$ cat src/rtl/issue_scheduler.sv
// Issue scheduler: writeback reservation table, hazard detection and
// regfile write-port select for an ALU/mem pipeline and a multiplier.
module issue_scheduler #(
  parameter int REG_ADDR = 5,
  parameter int ALU_LAT  = 3,
  parameter int MUL_LAT  = 6,
  parameter int MUL_II   = 2,
  localparam int CW      = $clog2(MUL_LAT+1),
  localparam int IIW     = (MUL_II > 1) ? $clog2(MUL_II) : 1
) (
  input  logic                clk,
  input  logic                reset,
  input  logic                id_valid,
  input  logic                id_use_src1,
  input  logic                id_use_src2,
  input  logic [REG_ADDR-1:0] id_src1,
  input  logic [REG_ADDR-1:0] id_src2,
  input  logic [REG_ADDR-1:0] id_dest,
  input  logic                id_regwrite,
  input  logic                id_is_mult,
  output logic                issue,
  output logic                stall,
  output logic                wb_valid,
  output logic                wb_sel,
  output logic [REG_ADDR-1:0] wb_dest,
  output logic [CW-1:0]       busy_count
);

  typedef struct packed {
    logic                v;
    logic                sel;
    logic [REG_ADDR-1:0] dest;
  } ent_t;

  ent_t           res_q [MUL_LAT];
  ent_t           res_d [MUL_LAT];
  logic [CW-1:0]  busy_q, busy_d;
  logic [IIW-1:0] mul_ii_q, mul_ii_d;
  logic           raw, waw, strc, mulb;

  // Hazard terms against the current table; res[0] retires this cycle and
  // writes the regfile before the read, so it never blocks.
  always_comb begin
    raw = 1'b0;
    waw = 1'b0;
    for (int k = 1; k < MUL_LAT; k++) begin
      if (res_q[k].v) begin
        if (id_use_src1 && (id_src1 == res_q[k].dest)) raw = 1'b1;
        if (id_use_src2 && (id_src2 == res_q[k].dest)) raw = 1'b1;
        if (id_regwrite && (id_dest == res_q[k].dest)) waw = 1'b1;
      end
    end
    // ALU insert lands where res[ALU_LAT] shifts to; mult slot is always free.
    strc  = ~id_is_mult & id_regwrite & res_q[ALU_LAT].v;
    mulb  = id_is_mult & (mul_ii_q != '0);
    issue = id_valid & ~reset & ~(raw | waw | strc | mulb);
    stall = id_valid & ~reset & ~issue;
  end

  // Next table: shift toward writeback, then insert the issuing write.
  always_comb begin
    for (int k = 0; k < MUL_LAT-1; k++) res_d[k] = res_q[k+1];
    res_d[MUL_LAT-1] = '0;
    if (issue && id_regwrite) begin
      if (id_is_mult) res_d[MUL_LAT-1] = '{v: 1'b1, sel: 1'b1, dest: id_dest};
      else            res_d[ALU_LAT-1] = '{v: 1'b1, sel: 1'b0, dest: id_dest};
    end
    busy_d = '0;
    for (int k = 0; k < MUL_LAT; k++) busy_d = busy_d + CW'(res_d[k].v);
    if (issue && id_is_mult)  mul_ii_d = IIW'(MUL_II-1);
    else if (mul_ii_q != '0)  mul_ii_d = mul_ii_q - IIW'(1);
    else                      mul_ii_d = mul_ii_q;
  end

  // State registers; reset drops all in-flight writes.
  always_ff @(posedge clk or posedge reset) begin
    if (reset) begin
      for (int k = 0; k < MUL_LAT; k++) res_q[k] <= '0;
      busy_q   <= '0;
      mul_ii_q <= '0;
    end else begin
      for (int k = 0; k < MUL_LAT; k++) res_q[k] <= res_d[k];
      busy_q   <= busy_d;
      mul_ii_q <= mul_ii_d;
    end
  end

  assign wb_valid   = res_q[0].v;
  assign wb_sel     = res_q[0].sel;
  assign wb_dest    = res_q[0].dest;
  assign busy_count = busy_q;

endmodule

$ cat config.mk
export PLATFORM = sky130hd
export DESIGN_NAME = issue_scheduler
export DESIGN_NICKNAME = d
export VERILOG_FILES = /design/src/rtl/issue_scheduler.sv
export SDC_FILE = /design/constraint.sdc
export NUM_CORES = 1
export LEC_CHECK = 0
export ABC_AREA = 1
export ABC_CLOCK_PERIOD_IN_PS = 6500
export BUFFER_PORTS_ARGS = -buffer_cell sky130_fd_sc_hd__buf_2
export CORE_MARGIN = 2
export CORE_UTILIZATION = 45
export CTS_BUF_LIST = sky130_fd_sc_hd__clkbuf_4 sky130_fd_sc_hd__clkbuf_8
export CTS_CLUSTER_DIAMETER = 100
export DETAILED_ROUTE_END_ITERATION = 8
export PLACE_DENSITY = 0.69
export SYNTH_ARGS = -nofsm -noshare
export SYNTH_HDL_FRONTEND = slang
export SYNTH_SLANG_ARGS = --single-unit
$ cat constraint.sdc
create_clock -name clk -period 6.5 [get_ports clk]
set_input_delay 0.975 -clock clk [delete_from_list [all_inputs] [get_ports clk]]
set_output_delay 0.975 -clock clk [all_outputs]
set_load 0.005 [all_outputs]
# --- Yosys cells after proc, flatten, opt, wreduce, memory -nomap -nowiden ---
# Index checks and enable logic that the tools add are counted.
word_totals:
  regBits: 46
  output_inout_bits: 12
  wordCells: 102
op_classes:
  addsub: 6
  eq_ne: 15
  muxes: 31
  bitwise: 13
  n_reduce_logical: 17
ops:
  columns: ["op", "count"]
  rows:
  - ["$eq 5x5->1", 15]
  - ["$mux 7", 4]
  - ["$mux 1", 27]
  - ["$logic_and 1x1->1", 17]
  - ["$add 3x1->3", 3]
  - ["$and 1x1->1", 6]
  - ["$not 1->1", 4]
  - ["$add 2x1->3", 1]
  - ["$or 1x1->1", 3]
  - ["$add 1x1->2", 1]
  - ["$sub 1x1->1 const B", 1]

# --- Longest topological paths before layout ---
# Gate-level depths: netlist of the first run.
depth:
  ltp_word: 28
  mapped_depth: 19
  depth_no_buf: 19

# --- Least setup slack after synthesis of the first run ---
# No wires, ideal clock.
synth_path:
  kind: "input port to flip-flop"
  from: "input id_dest[1]"
  to: "register busy_q[1], in the netlist busy_count[1]"
  setup_time_ns: 0.135
  arrival_ns: 3.637
  required_time_ns: 6.365
  path_slack_ns: 2.728
  cell_stages: 18
  cell_sequence: "buf_4 inv_2 nand2_1 o21ai_0 a21oi_1 nand3_1 nand3_2 nor2_4 nor2_4 nor2_8 nand2_2 nor2_4 nand2_2 fa_1 fa_1 inv_1 ha_1 fa_1"
synth_between:
  elab_chain_len: 23
  word_cells_on_any_way: 32
  classes_between: "4 x add/sub; 5 x eq/ne; 12 x mux; 5 x bitwise; 6 x reduce/logical"
synth_rtl:
  columns: ["item", "line_no", "text"]
  rows:
  - ["from (decl)", "18", "input logic [REG_ADDR-1:0] id_dest,"]
  - ["$eq 5x5->1", "50", "if (id_regwrite && (id_dest == res_q[k].dest)) waw = 1'b1;"]
  - ["$logic_and 1x1->1", "50", null]
  - ["$mux 1", "50", null]
  - ["$mux 1", "47", "if (res_q[k].v) begin"]
  - ["$mux 1", "50", null]
  - ["$mux 1", "47", null]
  - ["$mux 1", "50", null]
  - ["$mux 1", "47", null]
  - ["(+7 left out)", null, null]
  - ["$not 1->1 *", "56", "issue = id_valid & ~reset & ~(raw | waw | strc | mulb);"]
  - ["$and 1x1->1 *", "56", null]
  - ["$logic_and 1x1->1 *", "64", "if (issue && id_regwrite) begin"]
  - ["$mux 7", "64", null]
  - ["$add 2x1->3", "69", "for (int k = 0; k < MUL_LAT; k++) busy_d = busy_d + CW'(res_d[k].v);"]
  - ["$add 3x1->3 (2 in a row)", "69", null]
  - ["$add 3x1->3 *", "69", null]
  - ["named net busy_d[1]", "37", "logic [CW-1:0] busy_q, busy_d;"]
  - ["to (signal assigned)", "83", "busy_q <= busy_d;"]
  - ["to (decl)", "37", null]
# Mark *: on every way through the listed nets, which the timed path passes. The rest lies on a longest branch.

# --- Worst setup path in the final report of the first run ---
layout_path:
  from: "input id_src1[1]"
  to: "register busy_q[1], in the netlist busy_count[1]"
layout_between:
  elab_chain_len: 28
  word_cells_on_any_way: 37
  classes_between: "4 x add/sub; 5 x eq/ne; 17 x mux; 5 x bitwise; 6 x reduce/logical"
layout_rtl:
  columns: ["item", "line_no", "text"]
  rows:
  - ["from (decl)", "16", "input logic [REG_ADDR-1:0] id_src1,"]
  - ["$eq 5x5->1", "48", "if (id_use_src1 && (id_src1 == res_q[k].dest)) raw = 1'b1;"]
  - ["$logic_and 1x1->1", "48", null]
  - ["$mux 1", "48", null]
  - ["$mux 1", "49", "if (id_use_src2 && (id_src2 == res_q[k].dest)) raw = 1'b1;"]
  - ["$mux 1", "47", null]
  - ["$mux 1", "48", null]
  - ["$mux 1", "49", null]
  - ["$mux 1", "47", null]
  - ["(+12 left out)", null, null]
  - ["$not 1->1 *", "56", null]
  - ["$and 1x1->1 *", "56", null]
  - ["$logic_and 1x1->1 *", "64", null]
  - ["$mux 7", "64", null]
  - ["$add 2x1->3", "69", null]
  - ["$add 3x1->3 (2 in a row)", "69", null]
  - ["$add 3x1->3 *", "69", null]
  - ["named net busy_d[1]", "37", null]
# Marks and branches as above.

==> impl_metrics.toml, run 1 <==
[flow_run]
max-cap-violations = 0

[logic_synthesis]
ys.flop_type = "dfrtp_1"
synthArstFlopShare_pct = 100
synth_edf_count = 0
ys_ff_latch = 43
netlist_top_cells_count = "155 x nand2_1, 53 x nor2_1, 43 x dfrtp_1, 37 x inv_1"
synth_largest_area_cell = "dfrtp_1"
synth_most_common_cell = "nand2_1"
synth_area_sq_um = 2790
synthesis.nets = 431
synth.top_cell.area_share_pct = 38.5
seq_area_frac_synth_pct = 38.5
yosysWarnings = 0
synthCells = 405
yosysUniqueCellTypes = 28
yosys-top-cells-area = "dfrtp_1 39%, nand2_1 21%, nor2_1 7.1%"
synth.avg_cell_area_sq_um = 6.89

[grt]
grt_usage_pct = 24.2
grt_max_degree = 44
overflow = 0
antenna_found_initial = 0
grt_pass1_vias = 2396
grt_pass1_wl_mm = 12.0

[die]
die_w_um = 82.8
row_count = 28
coreArea_sq_um = 5960
die_y_um = 82.8
initial_core_util_pct = 46.9
die_area_sq_um = 6850
ios = 34

[timing]
worst_pin_slew_ps = 515
hold_viol_final = 0
fmax_ghz = 0.262
setup_slack_ps = 2680
tns_ps = 0
whs_ps = 354
skew_ps = 11.1
period_share_pct = 58.8
slew_headroom_pct = 65.7
setup_violations = 0
min_period_ps = 3820
rsz0062_at_grt = "false"
drv_slew = 0

[cells_and_area]
layout-drive-gt1-share_pct = 19.5
syn2layout_area_growth_pct = 10.3
final_cell_area_sq_um = 3080
n_antenna_cell = 0
nets = 462

[power_and_ir_drop]
p_leak_nw = 1.71
switchingPower_uw = 173
comb_power_share_pct = 16.3
p_int_uw = 383
power.share.switching_pct = 31.1
power_density_nw_per_um2 = 181
irDropWorstVdd_v = 0.0000944
power_frac_seq_pct = 51.2
pwr-share-clk_pct = 32.5
power_uw = 557

[routing]
ant_nets = 0
dr.pass1.iters = 7
via_per_inst = 5.10
num_vias = 2610
drt-total-wl_mm = 7.56
drcViolationCount = 0
drtIter0Drc = 245
wl_per_cell_um = 14.8

[critical_path]
cp_max_fo = 7
worstPathRequired_ps = 6680
end_kind = "flip-flop"
crit_path_start_kind = "primary input"
arrival_ps = 4000
worstSetupPathType = "in2reg"

[clocking]
ctsResizeCount = 0
hold_buffers = 0
cts_root_buf = "clkbuf_8"
h-tree-depth = 2
cts_tree = "built"
post-cts-setup-buffer-count = 0
cts_made_buffers = 5
clock_latency_ps = 310
cts.clk_slew.worst_paths_ps = 90
clock-sinks = 43
clockBufferDepth = 2

[hold_path]
hold_class = "reg2reg"

[place]
pre_cts_ws_ps = 2350
routabilityCongestion = 0.989
place_area_sq_um = 2990
dp_hpwl_mm = 5.92
port-buffer-count = 33

[status]
status = "finished, final reports clean"
[cells in the final DEF (no fill, tap or decap)]
master,count
inv_1,36
o21ai_1,15
nand3_4,1
buf_4,1
or2_0,1
nand2_1,155
clkinvlp_4,2
clkinv_1,1
xor2_1,7
clkbuf_8,5
nand4_1,5
nand2_2,5
nor2_4,4
buf_2,33
o21ai_2,1
a21oi_1,6
nor2_2,9
inv_2,15
inv_6,1
nand2_4,2
dfrtp_1,43
nand4_2,1
o22ai_1,5
nor2_8,1
nand3_2,4
nor2_1,53
o21ai_0,7
fa_1,3
nand3_1,14
ha_1,1
[sequential cells by signal, indices dropped and copies added, names as in the netlist]
signal / cells
res_q: 6
busy_count: 3
mul_ii_q: 1
wb_valid: 1
wb_sel: 1
res_d: 26
wb_dest: 5
[metrics by stage]
stage	utilization [%]	cells
floorplan	-	405
global placement	50.1	504
detailed placement	50.1	504
CTS	51.7	512
global route	51.7	512
finish	51.7	512
[final timing paths]
kind | startpoint | endpoint | slack [ps] | cells past startpoint
worst max-delay path | id_src1[1] | busy_count[1]$_DFF_PP0_ | 2680 | 20
worst min-delay path | res_d[40]$_DFF_PP0_ | wb_sel$_DFF_PP0_ | 350 | 0
worst max register to register | res_q[18]$_DFF_PP0_ | busy_count[1]$_DFF_PP0_ | 3010 | 18
worst min register to register | res_d[40]$_DFF_PP0_ | wb_sel$_DFF_PP0_ | 350 | 0
max in group asynchronous | reset | res_q[16]$_DFF_PP0_ | 5350 | 3
min in group asynchronous | reset | res_d[10]$_DFF_PP0_ | 780 | 3
[worst max-delay path, cell delays in order]
cell and delay [ps]:
buf_2 130, inv_2 110, nand2_1 60, nand2_1 90, nor2_1 50, nand3_1 70, nand2_1 90, nand2_2 90
nand2_2 60, nor2_4 120, nand2_4 80, nor2_8 140, nand2_2 100, nor2_4 110, nand2_2 60, fa_1 490
fa_1 490, inv_1 40, ha_1 180, fa_1 440
[metal layers]
layer	wire [um]	up-vias	GRT usage (%)
met5	0	-	0
met4	185	0	7.54
met3	559	15	3.48
met2	3360	103	36.9
met1	3450	1191	35.5
li1	-	1301	-
[cell type report]
type / instances / area (sq um)
fill: 638 / 2880
multi-input combinational: 300 / 1450
sequential: 43 / 1080
inverter: 52 / 195
timing repair buffer: 34 / 173
tap: 75 / 93.8
clock buffer: 5 / 68.8
clock inverter: 3 / 23.8
[power by group through the flow]
stage               Sequential, mW  Combinational [mW]  Clock [mW]
floorplan                    0.287              0.0616           0
global placement             0.290              0.0902           0
detailed placement           0.290              0.0905           0
CTS                          0.285              0.0909       0.186
global route                 0.286               0.103       0.200
finish                       0.285              0.0907       0.181
[cells by family (layout without fill, tap and decap cells)]
kind of cell | count (synthesis) | after routing | synth area share (%)
AND/OR/NAND/NOR | 255 | 255 | 40.6
buffers and inverters | 62 | 94 | 9.59
flip-flops | 43 | 43 | 38.5
AO/OA/AOI/OAI | 34 | 34 | 6.45
XOR/XNOR | 7 | 7 | 2.20
adder cells (fa/ha/maj) | 4 | 4 | 2.60
(Power assumes the default switching activity.)
==> run 2: changes to the inputs <==
Settings changed: ABC_AREA 1 to 0, ABC_CLOCK_PERIOD_IN_PS 6500 to 3500, PLACE_DENSITY 0.69 to 0.73.
Clock period 6.5 ns to 3.5 ns, I/O delays scaled along.
==> run 2 against run 1 <==
  * Die area decreased by 13%
  * Largest power group unchanged
  * Non-clock buffer count grew 13
  * First-iteration DRC count down 53%
  * Setup slack worse by 2600 ps
  * Sequential cell count is the same
  * Via count shrank 37%
  * Largest cell class unchanged
  * Register-to-register slack worse by 2900 ps
  * Highest routed layer unchanged
==> impl_metrics.toml, run 2 <==
[status]
status = "finished, final reports clean"

[clocking]
cts.clk_slew.worst_paths_ps = 80
clockBufferDepth = 2
cts_root_buf = "clkbuf_8"
cts_made_buffers = 5
clock_latency_ps = 300
cts_tree = "built"
h-tree-depth = 2
clock-sinks = 43

[die]
row_count = 26
die_w_um = 77.4
initial_core_util_pct = 47.1
coreArea_sq_um = 5140
die_y_um = 77.4
ios = 34
die_area_sq_um = 5990

[logic_synthesis]
synthCells = 212
synthArstFlopShare_pct = 100
synth_largest_area_cell = "dfrtp_1"
synth.top_cell.area_share_pct = 44.4
ys.flop_type = "dfrtp_1"
seq_area_frac_synth_pct = 44.4
synthesis.nets = 238
synth_most_common_cell = "xor2_1"
synth_edf_count = 0
synth.avg_cell_area_sq_um = 11.4
netlist_top_cells_count = "50 x xor2_1, 43 x dfrtp_1, 25 x xnor2_1, 15 x nand4_1, 13 x nor4_1"
ys_ff_latch = 43
synth_area_sq_um = 2420
yosysUniqueCellTypes = 25
yosys-top-cells-area = "dfrtp_1 44%, xor2_1 18%, xnor2_1 9.0%"
yosysWarnings = 0

[cells_and_area]
multi_input_area_sq_um = 1250
regArea_sq_um = 1090
final_cell_mix = "44 x xor2_1, 34 x dfrtp_1, 33 x buf_2"
layout-drive-gt1-share_pct = 35.7
n_antenna_cell = 0
syn2layout_area_growth_pct = 16.1
nets = 269
finalNonFillerCells = 314
final_common_cell = "xor2_1"
largest_reg_flops = 26
fillers = 463

[routing]
num_vias = 1638
drtIter0Drc = 116
drt-total-wl_mm = 5.59
dr.pass1.iters = 4
via_per_inst = 5.22
ant_nets = 0
wl_per_cell_um = 17.8
drcViolationCount = 0

[place]
port-buffer-count = 33
routabilityCongestion = 0.864
dp_hpwl_mm = 4.15
post-place-cells = 303
pre_cts_ws_ps = -165

[timing]
fmax_ghz = 0.294
period_share_pct = 97.1
setup_slack_ps = 103
setup_violations = 0
skew_ps = 5.53
min_period_ps = 3400
worst_pin_slew_ps = 545
drv_slew = 0
hold_viol_final = 0
slew_headroom_pct = 63.6

[critical_path]
crit_path_start_kind = "flip-flop"
cp_max_fo = 3
end_kind = "flip-flop"
arrival_ps = 3570
worstPathRequired_ps = 3680
worstSetupPathType = "reg2reg"

[grt]
grt_pass1_wl_mm = 8.61
overflow = 0
grt_max_degree = 44
antenna_found_initial = 0
grt_pass1_vias = 1687
grt_usage_pct = 19.1

[power_and_ir_drop]
p_leak_nw = 1.40
power_density_nw_per_um2 = 354
irDropWorstVdd_v = 0.000273

[flow_run]
max-cap-violations = 0

[hold_path]
hold_class = "reg2reg"
run 2: cell types whose count changed in the layout (fill, tap and decap cells not counted), sizes merged, moves of 23 or more:
| cell | change |
|---|---|
| inv | -46 |
| nand2 | -158 |
| xor2 | +43 |
| o21ai | -23 |
| xnor2 | +25 |
| nor2 | -65 |
run 2: repair_timing:
item,in CTS,in global routing
resized for setup,0,26
endpoints found under the setup margin,0,2
hold endpoints to repair,0,0
buffers inserted,0,3
hold buffers,0,0
run 2: logic make-up after synthesis:
kind of cell | count (synthesis) | share of synthesized area, %
AOI/OAI and AO/OA | 3 | 0.775
xor gates and xnor gates | 75 | 27.1
muxes | 5 | 3.10
adders and majority gates | 4 | 3.00
DFF | 43 | 44.4
and+or+nand+nor | 52 | 12.8
buffers and inverters | 30 | 8.78
run 2: where the power goes:
group	switching, mW	internal (mW)	leakage, nW
combinational	0.0811	0.0666	0.772
sequential	0.0177	0.512	0.576
clock	0.163	0.156	0.0491
run 2: worst paths after layout:
path	startpoint	end	slack, ps	cells past startpoint
worst max register to register	res_q[15]$_DFF_PP0_	busy_count[1]$_DFF_PP0_	100	13
min in group asynchronous	reset	busy_count[1]$_DFF_PP0_	400	3
worst max-delay path	res_q[15]$_DFF_PP0_	busy_count[1]$_DFF_PP0_	100	13
max in group asynchronous	reset	res_d[7]$_DFF_PP0_	2680	3
worst min register to register	res_d[33]$_DFF_PP0_	res_d[40]$_DFF_PP0_	370	0
worst min-delay path	res_d[33]$_DFF_PP0_	res_d[40]$_DFF_PP0_	370	0
run 2: through the flow:
stage	hold WS, ps	setup TNS [ps]	util [%]	instance area (sq um)	power [mW]
after global routing	382	-22.9	54.7	2810	1.04
after global placement	332	-49.1	50.1	2580	0.674
after floorplan	331	0	-	2430	0.639
after detailed placement	366	-272	50.1	2580	0.678
final	371	0	54.7	2810	0.996
after CTS	384	0	51.9	2670	0.999
run 2: area by class of cell:
class | count | share of cell area, %
tap | 70 | 3.11
multi-input combinational | 139 | 44.4
inverter | 7 | 1.07
sequential | 43 | 38.7
clock inverter | 1 | 0.178
clock buffer | 7 | 2.98
timing repair buffer | 47 | 9.61
run 2: critical path, cell delays in order, from the launching register on:
cell and delay (ps):
dfrtp_2 440, buf_4 150, xor2_1 170, nor4_2 80
nand4_1 100, nand4_1 130, nor3_4 270, and3_4 230
nor2_2 40, fa_1 490, fa_1 500, inv_1 50
ha_1 180, fa_1 420
run 2: per-layer routing:
layer / vias up / GRT usage [%] / wire (um)
met2: 65 / 28.2 / 2580
li1: 750 / - / -
met1: 813 / 27.3 / 2520
met3: 10 / 4.65 / 397
met5: - / 0 / 0
met4: 0 / 6.96 / 89
